==> src/rtl/lock_access_ctrl.sv <==
// lock_access_ctrl: access-policy controller for the keypad password lock.
// Consumes verification events, drives unlock / lockout / alarm and gates
// keypad entry. Timed behaviour counts an external 1-cycle tick strobe.
// Optional feature: define LOCK_BACKOFF_EN to double the lockout duration on
// each consecutive lockout (1x, 2x, 4x, 8x, 8x ...) until a match in LOCKED.
module lock_access_ctrl #(
  parameter int MAX_FAILS   = 3,
  parameter int FAIL_W      = 2,
  parameter int OPEN_TICKS  = 5000,
  parameter int LOCK_TICKS  = 30000,
  parameter int ALARM_TICKS = 1000,
  parameter int TIMER_W     = 16
) (
  input  logic               clk,
  input  logic               reset_n,
  input  logic               tick,
  input  logic               code_set,
  input  logic               verify_done,
  input  logic               match,
  input  logic               manual_lock,
  output logic               allow_input,
  output logic               unlock,
  output logic               lockout,
  output logic               alarm,
  output logic [FAIL_W-1:0]  fail_count,
  output logic [TIMER_W-1:0] lock_remaining,
  output logic [1:0]         state
);

  typedef enum logic [1:0] {
    S_NOCODE  = 2'd0,
    S_LOCKED  = 2'd1,
    S_OPEN    = 2'd2,
    S_LOCKOUT = 2'd3
  } state_t;

  localparam logic [TIMER_W-1:0] OPEN_T  = TIMER_W'(OPEN_TICKS);
  localparam logic [TIMER_W-1:0] LOCK_T  = TIMER_W'(LOCK_TICKS);
  localparam logic [TIMER_W-1:0] ALARM_T = TIMER_W'(ALARM_TICKS);
  localparam logic [FAIL_W-1:0]  MAX_F   = FAIL_W'(MAX_FAILS);

  state_t             state_q, state_d;
  logic [TIMER_W-1:0] timer_q, timer_d;
  logic [TIMER_W-1:0] dur_q, dur_d;
  logic [FAIL_W-1:0]  fail_q, fail_d;
  logic [FAIL_W-1:0]  fail_inc;
  logic [TIMER_W-1:0] lock_dur;
  logic               expire;
  logic               load;

  logic               allow_q, allow_d;
  logic               unlock_q, unlock_d;
  logic               lockout_q, lockout_d;
  logic               alarm_q, alarm_d;
  logic [TIMER_W-1:0] rem_q, rem_d;

`ifdef LOCK_BACKOFF_EN
  logic [1:0] level_q, level_d;
`endif

  // Lockout duration for the next LOCKOUT entry.
  always_comb begin
`ifdef LOCK_BACKOFF_EN
    lock_dur = LOCK_T << level_q;
`else
    lock_dur = LOCK_T;
`endif
  end

  // Next-state, timer and output decode; a load on this edge suppresses the tick.
  always_comb begin
    state_d  = state_q;
    timer_d  = timer_q;
    dur_d    = dur_q;
    fail_d   = fail_q;
    load     = 1'b0;
`ifdef LOCK_BACKOFF_EN
    level_d  = level_q;
`endif
    expire   = tick && (timer_q == TIMER_W'(1));
    fail_inc = (fail_q == MAX_F) ? fail_q : fail_q + FAIL_W'(1);

    case (state_q)
      S_NOCODE: begin
        if (code_set) begin
          state_d = S_LOCKED;
          timer_d = '0;
          load    = 1'b1;
        end
      end
      S_LOCKED: begin
        if (verify_done) begin
          if (match) begin
            state_d = S_OPEN;
            timer_d = OPEN_T;
            fail_d  = '0;
            load    = 1'b1;
`ifdef LOCK_BACKOFF_EN
            level_d = '0;
`endif
          end else begin
            fail_d = fail_inc;
            if (fail_inc == MAX_F) begin
              state_d = S_LOCKOUT;
              timer_d = lock_dur;
              dur_d   = lock_dur;
              load    = 1'b1;
`ifdef LOCK_BACKOFF_EN
              level_d = (level_q == 2'd3) ? level_q : level_q + 2'd1;
`endif
            end
          end
        end
      end
      S_OPEN: begin
        if (manual_lock) begin
          state_d = S_LOCKED;
          timer_d = '0;
          load    = 1'b1;
        end else if (verify_done && match) begin
          timer_d = OPEN_T;
          load    = 1'b1;
        end else if (expire) begin
          state_d = S_LOCKED;
        end
      end
      S_LOCKOUT: begin
        if (expire) begin
          state_d = S_LOCKED;
          fail_d  = '0;
        end
      end
      default: state_d = S_NOCODE;
    endcase

    if (!load && tick && (timer_q != '0)) begin
      timer_d = timer_q - TIMER_W'(1);
    end

    // Outputs are decoded from next-state values so they are registered in step.
    allow_d   = (state_d != S_LOCKOUT);
    unlock_d  = (state_d == S_OPEN);
    lockout_d = (state_d == S_LOCKOUT);
    alarm_d   = lockout_d && ((dur_d - timer_d) < ALARM_T);
    rem_d     = lockout_d ? timer_d : '0;
  end

  // State, timer and registered outputs; async active-low reset.
  always_ff @(posedge clk or negedge reset_n) begin
    if (!reset_n) begin
      state_q   <= S_NOCODE;
      timer_q   <= '0;
      dur_q     <= '0;
      fail_q    <= '0;
      allow_q   <= 1'b0;
      unlock_q  <= 1'b0;
      lockout_q <= 1'b0;
      alarm_q   <= 1'b0;
      rem_q     <= '0;
`ifdef LOCK_BACKOFF_EN
      level_q   <= '0;
`endif
    end else begin
      state_q   <= state_d;
      timer_q   <= timer_d;
      dur_q     <= dur_d;
      fail_q    <= fail_d;
      allow_q   <= allow_d;
      unlock_q  <= unlock_d;
      lockout_q <= lockout_d;
      alarm_q   <= alarm_d;
      rem_q     <= rem_d;
`ifdef LOCK_BACKOFF_EN
      level_q   <= level_d;
`endif
    end
  end

  assign allow_input    = allow_q;
  assign unlock         = unlock_q;
  assign lockout        = lockout_q;
  assign alarm          = alarm_q;
  assign fail_count     = fail_q;
  assign lock_remaining = rem_q;
  assign state          = state_q;

endmodule

==> config.mk <==
export PLATFORM = sky130hd
export DESIGN_NAME = lock_access_ctrl
export DESIGN_NICKNAME = d
export VERILOG_FILES = /design/src/rtl/lock_access_ctrl.sv
export SDC_FILE = /design/constraint.sdc
export NUM_CORES = 1
export LEC_CHECK = 0
export BUFFER_PORTS_ARGS = -buffer_cell sky130_fd_sc_hd__clkbuf_2
export CAP_MARGIN = 20
export CORE_MARGIN = 5
export CORE_UTILIZATION = 54
export DETAILED_ROUTE_END_ITERATION = 6
export GPL_TIMING_DRIVEN = 1
export PLACE_DENSITY = 0.88
export SLEW_MARGIN = 5
export SYNTH_ARGS = -nofsm -noshare
export SYNTH_HDL_FRONTEND = slang
export SYNTH_SLANG_ARGS = --single-unit
==> constraint.sdc <==
create_clock -name clk -period 4 [get_ports clk]
set_input_delay 0.2 -clock clk [delete_from_list [all_inputs] [get_ports clk]]
set_output_delay 0.2 -clock clk [all_outputs]
set_load 0.005 [all_outputs]
== Word-level counts from Yosys, hierarchy flattened ==
Cells that the tools add are included.
Operators by class
  add/subtract/negate cells: 3
  magnitude comparators: 1
  equality and inequality tests: 11
  muxes and demuxes: 33
  reduce and logical (&&, ||, !) cells: 10
Operators with widths (number)
  $mux W16: 12
  $pmux W16 S3: 1
  $mux W2: 11
  $eq A16 B1 Y1 const B: 1
  $lt A16 B10 Y1 const B: 1
  $reduce_bool A16 Y1: 1
  $sub A16 B1 Y16 const B: 1
  $sub A16 B16 Y16: 1
  $eq A2 B2 Y1 const B: 6
  $pmux W2 S4: 1
  $mux W1: 6
  $ne A2 B2 Y1 const B: 3
  $logic_and A1 B1 Y1: 5
  $pmux W2 S2: 1
  $pmux W1 S3: 1
  $reduce_and A3 Y1: 1
  $add A2 B1 Y2 const B: 1
  $eq A2 B1 Y1 const B: 1
  $logic_not A2 Y1: 1
  $reduce_bool A2 Y1: 1
  $logic_not A1 Y1: 1
Storage, ports and cells
  register bits: 56
  input port bits: 7
  output and inout port bits: 24
  word-level logic and storage cells: 67

== Logic depth before layout (Yosys ltp) ==
Gate-level depths: netlist (run 1).
  depth in word-level cells: 14
  gate-level depth with buffers: 19
  gate-level depth less buffers: 18

== Worst setup path after synthesis (run 1) ==
OpenSTA, ideal clock, no wires.
  path kind: reg-to-reg
  start: reg timer_q[0]
  end: reg alarm_q (netlist: alarm)
  library setup time: 129 ps
  arrival: 4256 ps
  data required time: 3871 ps
  path slack: -385 ps
  cell stages (with the launch flop): 19
  buffers on the path: 1
  clock period less this slack: 4385 ps
  path through: dfrtp_1 inv_1 ha_1 or4b_1 o41ai_1 nor3_1 a311oi_1 o21bai_1 a21oi_1 ha_1 clkbuf_1 a211oi_1 nand2_1 o221a_2 o21ai_0 nor3_1 or3b_1 o2111ai_1 nor3_2
Between the ends
  word-level cells in the longest chain between the ends: 8
  elaborated cells between the ends (all ways): 21
  classes of those cells: add/sub (2); order compare (1); eq/ne (2); mux (12); reduce/logical (4)
RTL lines
  from (decl): RTL line 43  | logic [TIMER_W-1:0] timer_q, timer_d;
  from (signal assigned): RTL line 165  | timer_q <= timer_d;
  parallel branches: the longest is 7 deep, another holds $sub A16 B1 Y16
  $logic_and A1 B1 Y1 *: RTL line 144  | alarm_d = lockout_d && ((dur_d - timer_d) < ALARM_T);
  via alarm_d: RTL line 54  | logic alarm_q, alarm_d;
  to (signal assigned): RTL line 171  | alarm_q <= alarm_d;
  to (decl): RTL line 54
Mark *: on every way through the listed nets, which the timed path passes.
A chain may end at the register's enable or synchronous reset.

== Worst setup path after layout (run 1) ==
  start: reg timer_q[1]
  end: reg alarm_q (netlist: alarm)
Same word-level chain as after synthesis.

==> results of run 1 <==
[worst max-delay path, cell delays in order, from the launching register on]
cell	delay [ns]
dfrtp_1	0.39
inv_1	0.10
ha_1	0.18
or4b_4	0.50
o41ai_4	0.27
nor3_2	0.11
a311oi_2	0.35
a21o_1	0.15
a21oi_2	0.08
ha_1	0.34
a21o_1	0.20
a211o_1	0.31
nor4b_4	0.38
nor3_1	0.10
or3b_1	0.36
o2111ai_1	0.10
nor3_2	0.06
[layout make-up]
type	instances	area (sq um)
clock buffers	5	68.8
clock inverters	3	47.5
fillers	490	2050
inverters	24	90.1
multi-input cells	297	1980
flip-flops and latches	56	1400
well taps	77	96.3
repair buffers	81	536
[metrics by stage]
| step | instances | cell area [sq um] | utilization [%] | setup WS [ns] | TNS (ns) |
|---|---|---|---|---|---|
| 3_5_place_dp | 532 | 4020 | 64.0 | -0.0924 | -0.0924 |
| 6_report | 543 | 4220 | 67.3 | -0.0763 | -0.0763 |
| 3_3_place_gp | 532 | 4020 | 64.0 | -0.0310 | -0.0310 |
| 5_1_grt | 543 | 4220 | 67.3 | -0.312 | -0.312 |
| 4_1_cts | 541 | 4160 | 66.3 | 0.00421 | 0 |
| 2_1_floorplan | 393 | 3470 | - | 0.00401 | 0 |
[how the worst min path moves through the flow]
stage	startpoint	endpoint	depth (start not counted)	slack, ns
floorplan	reset_n	alarm$_DFF_PN0_	0	-0.1
global placement	reset_n	fail_count[1]$_DFFE_PN0P_	1	0.26
detailed placement	reset_n	fail_count[0]$_DFFE_PN0P_	1	0.27
CTS	match	fail_count[1]$_DFFE_PN0P_	3	0.22
global route	match	fail_count[1]$_DFFE_PN0P_	3	0.25
finish	match	fail_count[1]$_DFFE_PN0P_	3	0.22
[sequential cells by signal, indices dropped and copies added (netlist names), 2 cells and up]
name            count
dur_q              16
lock_remaining     16
timer_q            16
fail_count          2
state               2
[power groups by stage]
stage | sequential [W] | combinational [W] | clock [W]
2_1_floorplan | 0.000868 | 0.00158 | 0
3_3_place_gp | 0.000845 | 0.00244 | 0
3_5_place_dp | 0.000855 | 0.00251 | 0
4_1_cts | 0.000845 | 0.00257 | 0.000389
5_1_grt | 0.000867 | 0.00295 | 0.000408
6_report | 0.000847 | 0.00270 | 0.000379
[Yosys cell counts (3+ instances only)]
master | instances | area share, %
a211oi_1 | 5 | 1.1
a21o_1 | 12 | 2.6
a21oi_1 | 24 | 3.5
and2_1 | 10 | 1.8
buf_2 | 3 | 0.44
clkbuf_1 | 12 | 1.3
dfrtp_1 | 56 | 41
ha_1 | 17 | 6.2
inv_1 | 24 | 2.6
mux2i_1 | 5 | 1.5
nand2_1 | 41 | 4.5
nand2b_1 | 10 | 1.8
nand3_1 | 6 | 0.87
nand4_1 | 8 | 1.5
nor2_1 | 42 | 4.6
nor2b_1 | 3 | 0.55
nor3_1 | 16 | 2.3
nor3b_1 | 3 | 0.65
nor4_1 | 5 | 0.91
o211ai_1 | 4 | 0.87
o21a_1 | 6 | 1.3
o21ai_0 | 19 | 2.8
o31a_1 | 4 | 1.0
o31ai_1 | 5 | 1.1
or3_1 | 7 | 1.3
xnor2_1 | 3 | 0.76
xor2_1 | 5 | 1.3
[routing by layer]
layer  global-route usage, %  up-vias  share of wire [%]
li1                        -     1542                  -
met1                    27.8     1545                 41
met2                    40.4      131                 50
met3                    3.59       28                5.5
met4                    10.3        0                3.0
met5                       0        -                  0
[what timing repair did]
| item | CTS | global route |
|---|---|---|
| hold buffers | 1 | 0 |
| resized for setup | 4 | 13 |
| endpoints found under the setup margin | 1 | 1 |
| pin swaps | 0 | 8 |
| hold endpoints to repair | 28 | 0 |
| buffers inserted | 0 | 2 |
[logic make-up after synthesis]
group	count (synthesis)	synth area share, %
simple gates	164	24.1
compound gates	101	20.0
flops	56	40.7
buf+inv	40	4.47
fa+ha+maj	17	6.18
xor+xnor	9	2.83
mux	6	1.78
==> results.txt, run 1 <==
Status -> complete, but fails checks
Violated checks -> negative setup slack
Max-cap violations -> 0
Routed wire length per instance -> 17.2 um
Initial antenna violation count -> 0
Global route overflow -> 0
Vias per cell -> 5.98
Area grow syn2layout -> 22.7%
Crit path launch type -> flip-flop
Async S/R FF share, synth -> 100%
Commonest non-fill, non-tap cell in the layout -> dfrtp_1
I/O Pins -> 31
Post-DP HPWL -> 6990 um
Core box area -> 6280 sq um
Start point of the critical path -> timer_q[1]$_DFF_PN0_
R2R setup slack -> -0.08 ns
Final RePlAce weighted congestion -> 0.936
Crit Path Max Fanout -> 4
CP Capture Type -> flip-flop
Synth unique cells -> 58
ANT nets after route -> 0
Post-layout min period -> 4.08 ns
Clock Tree Buf Depth -> 2
Synth Warn # -> 0
Final hold vios -> 0
Syn Inst Count -> 393
Drt first pass iters -> 5
VDD IR max -> 0.000554 V
Ys flop type -> dfrtp_1
Die width -> 89.9 um
N_diodes -> 0
Unrepaired setup endpoints after global routing -> yes
Htree depth -> 2
# nets final -> 489
Kind of critical path -> flip-flop to flip-flop
Fin crit share -> 102%
Initial core utilization -> 54.9%
FF-to-FF End -> alarm$_DFF_PN0_
Layout cells sized above 1 -> 24.5%
Switching Fraction -> 46.0%
FF+latch count, synth -> 56
Clk slew on worst S/H paths -> 0.10 ns
Post-synth EDFFs -> 0
Highest Clock Rate -> 245 MHz
Clk pwr share -> 9.6%
GRT Util Overall -> 23.1%
Port bufs -> 30
Reg2reg path depth -> 16
Sink Count -> 56
Pint -> 0.00212 W
Via count of the first global-routing pass -> 3313
Die Footprint -> 8070 sq um
Power per standard cell area -> 930 nW/um^2
WP data required -> 4.20 ns
Final-report max-slew violation count -> 0
CP endpoint -> alarm$_DFF_PN0_
Vias -> 3246
Worst EP arrival -> 4.28 ns
Switching pwr -> 0.00181 W
Hold WC Path Type -> input port to flip-flop
DR DRC count -> 0
Comb pwr share -> 68.8%
Post-Syn Area -> 3440 sq um
Syn_area_per_cell -> 8.76 sq um
Total power -> 0.00393 W
Num CTS Buffers -> 5
Root Driver -> clkbuf_8
Worst-Margin Slew -> 0.679 ns
Final setup fails -> 1
Die height -> 89.9 um
First-pass GRT wire length -> 15500 um
Final WS setup -> -0.0763 ns
CTS tree -> done
Clock Skew -> 0.00836 ns
FF-to-FF Start -> timer_q[1]$_DFF_PN0_
DR iter-0 viols -> 217
Most frequent cells in the layout -> dfrtp_1, buf_4, nor2_1
Syn Nets -> 417
Site row count -> 29
Leak -> 2.11 nW
Sequential Power Share -> 21.6%
Final wirelength -> 9350 um
Hold slack -> 0.223 ns
Largest net degree at the start of global routing -> 30
Post-synthesis sequential area ratio -> 40.7%
Relative slew slack -> 54.7%
Worst-Skew Late Latency -> 0.31 ns
No activity file was read; power rests on OpenSTA's default activity.
==> run 2, diff against run 1 <==
CAP_MARGIN = unset   (was 20)
GPL_ROUTABILITY_DRIVEN = 0   (was unset)
clock period = 3.7 ns   (was 4 ns; I/O delays follow)
==> run 2 against run 1 <==
Largest power group unchanged. Hold slack better by 0.0025 ns. Maximum frequency decreased by 2.8%. Global-route usage is 1.8 points higher. Total power rose by 23%. Register-to-register slack got worse by 0.42 ns. Die area did not move. Sequential power up 6.7%. Via count up 15%. Sequential share of layout area fell by 2.8 points. The run still ends with negative setup slack left.
==> results.txt, run 2 (synthesized netlist as in run 1, its figures left out) <==
Status -> complete, but fails checks (unchanged)
Violated checks -> negative setup slack (unchanged)
VDD IR max -> 0.000552 V (was 0.000554 V)
Die height -> 89.9 um (unchanged)
DR DRC count -> 0 (unchanged)
Drt first pass iters -> 7 (was 5)
Final wirelength -> 11600 um (was 9350 um)
ANT nets after route -> 0 (unchanged)
CP max stage delay -> 0.48 ns (was 0.50 ns)
First-pass GRT wire length -> 16800 um (was 15500 um)
Vias -> 3748 (was 3246)
Htree depth -> 2 (unchanged)
Power per standard cell area -> 1040 nW/um^2 (was 930 nW/um^2)
CTS tree -> done (unchanged)
Relative slew slack -> 53.7% (was 54.7%)
Unrepaired setup endpoints after global routing -> yes (unchanged)
Worst EP arrival -> 4.40 ns (was 4.28 ns)
Vias per cell -> 6.43 (was 5.98)
Commonest non-fill, non-tap cell in the layout -> buf_4 (was dfrtp_1)
Die Footprint -> 8070 sq um (unchanged)
Leak -> 2.30 nW (was 2.11 nW)
Kind of critical path -> flip-flop to flip-flop (unchanged)
WP buf/inv -> 3 (was 1)
Clock Tree Buf Depth -> 2 (unchanged)
GRT Util Overall -> 24.8% (was 23.1%)
N_diodes -> 0 (unchanged)
Port bufs -> 30 (unchanged)
DR iter-0 viols -> 475 (was 217)
Most used cell, CP -> a21oi_2
Routed wire length per instance -> 19.9 um (was 17.2 um)
Crit Path Max Fanout -> 8 (was 4)
Layout cells sized above 1 -> 32.4% (was 24.5%)
Final-report max-slew violation count -> 0 (unchanged)
Die width -> 89.9 um (unchanged)
CP delay by family, top -> compound AO/OA/AOI/OAI gates (was simple AND/OR/NAND/NOR gates)
Hold WC Path Type -> input port to flip-flop (unchanged)
Via count of the first global-routing pass -> 3569 (was 3313)
Sink Count -> 56 (unchanged)
Area grow syn2layout -> 33.9% (was 22.7%)
Clk slew on worst S/H paths -> 0.10 ns (about the same)
Slowest cell on the critical path -> or4b_4 (unchanged)
Root Driver -> clkbuf_8 (unchanged)
Post-DP HPWL -> 7490 um (was 6990 um)
Hold slack -> 0.226 ns (was 0.223 ns)
Fin crit share -> 113% (was 102%)
Final setup fails -> 1 (unchanged)
Initial antenna violation count -> 0 (unchanged)
I/O Pins -> 31 (unchanged)
Crit path cell chain -> inv_2 > ha_1 > or4b_4 > o41ai_4 > nor3_4 > a311oi_2 > buf_4 > a21o_1 > a21oi_2 > ha_4 > buf_6 > o211ai_1 > a21oi_2 > o221a_2 > o21ai_4 > o21ai_0 > or3b_1 > o2111ai_2 > nor3_2 (was inv_1 > ha_1 > or4b_4 > o41ai_4 > nor3_2 > a311oi_2 > a21o_1 > a21oi_2 > ha_1 > a21o_1 > a211o_1 > nor4b_4 > nor3_1 > or3b_1 > o2111ai_1 > nor3_2)
Total power -> 0.00481 W (was 0.00393 W)
Highest Clock Rate -> 239 MHz (was 245 MHz)
WP data required -> 3.91 ns (was 4.20 ns)
Final hold vios -> 0 (unchanged)
Post-layout min period -> 4.19 ns (was 4.08 ns)
Worst-Skew Late Latency -> 0.31 ns (about the same)
Crit path launch type -> flip-flop (unchanged)
Num CTS Buffers -> 5 (unchanged)
Site row count -> 29 (unchanged)
Initial core utilization -> 54.9% (unchanged)
Largest net degree at the start of global routing -> 31 (was 30)
Core box area -> 6280 sq um (unchanged)
Max-cap violations -> 0 (unchanged)
Layout filler cell count -> 385 (was 490)
Global route overflow -> 0 (unchanged)
Most frequent cells in the layout -> buf_4, dfrtp_1, nor2_1 (was dfrtp_1, buf_4, nor2_1)
# nets final -> 529 (was 489)
CP Capture Type -> flip-flop (unchanged)
Final WS setup -> -0.492 ns (was -0.0763 ns)
Clock Skew -> 0.0102 ns (was 0.00836 ns)
Pre-CTS setup slack -> -0.479 ns (was -0.0924 ns)
Worst-Margin Slew -> 0.691 ns (was 0.679 ns)
==> run 2: changes by cell type in the layout (fill, tap and decap cells not counted), moves of 3 or more <==
cell,delta
ha_4,+3
a21oi_1,-3
buf_6,+3
a21oi_2,+3
buf_4,+37
==> run 2: final cells by class <==
type | instances | area, sq um | share of cell area [%]
clock buffers | 7 | 86.3 | 1.87
clock inverters | 1 | 7.51 | 0.163
inverters | 24 | 90.1 | 1.95
multi-input cells | 297 | 2080 | 45.1
flip-flops and latches | 56 | 1400 | 30.4
well taps | 77 | 96.3 | 2.09
repair buffers | 121 | 847 | 18.4
==> run 2: path summary, 6_finish.rpt <==
kind	slack, ns	depth (start not counted)	endpoint	from
setup / recovery	-0.49	19	alarm$_DFF_PN0_	timer_q[1]$_DFF_PN0_
hold / removal	0.23	3	fail_count[1]$_DFFE_PN0P_	match
setup reg to reg	-0.49	19	alarm$_DFF_PN0_	timer_q[1]$_DFF_PN0_
hold reg to reg	0.48	1	dur_q[10]$_DFF_PN0_	dur_q[10]$_DFF_PN0_
max in group asynchronous	2.42	3	alarm$_DFF_PN0_	reset_n
min in group asynchronous	0.43	2	state[1]$_DFF_PN0_	reset_n
==> run 2: metal layers <==
layer	part of all wire, %	track usage [%]
met1	36	30.0
met2	49	41.3
met3	8.8	4.34
met4	6.4	14.5
met5	0	0
==> run 2: worst reg2reg max path, delay by kind of cell, from the launching register on <==
| family | cells | cell delay (ns) |
|---|---|---|
| simple gates | 4 | 1.03 |
| fa+ha+maj | 2 | 0.43 |
| buf+inv | 3 | 0.37 |
| flops | 1 | 0.41 |
| compound gates | 10 | 1.84 |
==> run 2: what timing repair did <==
item                       in CTS  in global routing
cloned                          0                  0
setup buffers                   0                  7
hold buffers                    1                  0
pin swaps                       1                 23
resized for setup               6                 30
hold endpoints to repair       26                  0
setup endpoints to repair       1                  1
==> run 2: through the flow <==
| step | cells | utilization (%) | setup TNS (ns) | instance area [sq um] |
|---|---|---|---|---|
| global placement | 567 | 68.2 | -0.338 | 4280 |
| CTS | 576 | 70.3 | -0.415 | 4410 |
| floorplan | 393 | - | -0.272 | 3480 |
| finish | 583 | 73.5 | -0.492 | 4610 |
| global route | 583 | 73.5 | -0.732 | 4610 |
| detailed placement | 567 | 68.2 | -0.479 | 4280 |
==> run 2: report_power, final <==
part / total [W] / switching (W) / internal, W
Sequential: 0.000904 / 0.0000950 / 0.000809
Clock: 0.000353 / 0.000200 / 0.000153
Combinational: 0.00356 / 0.00196 / 0.00160
Total: 0.00481 / 0.00225 / 0.00256
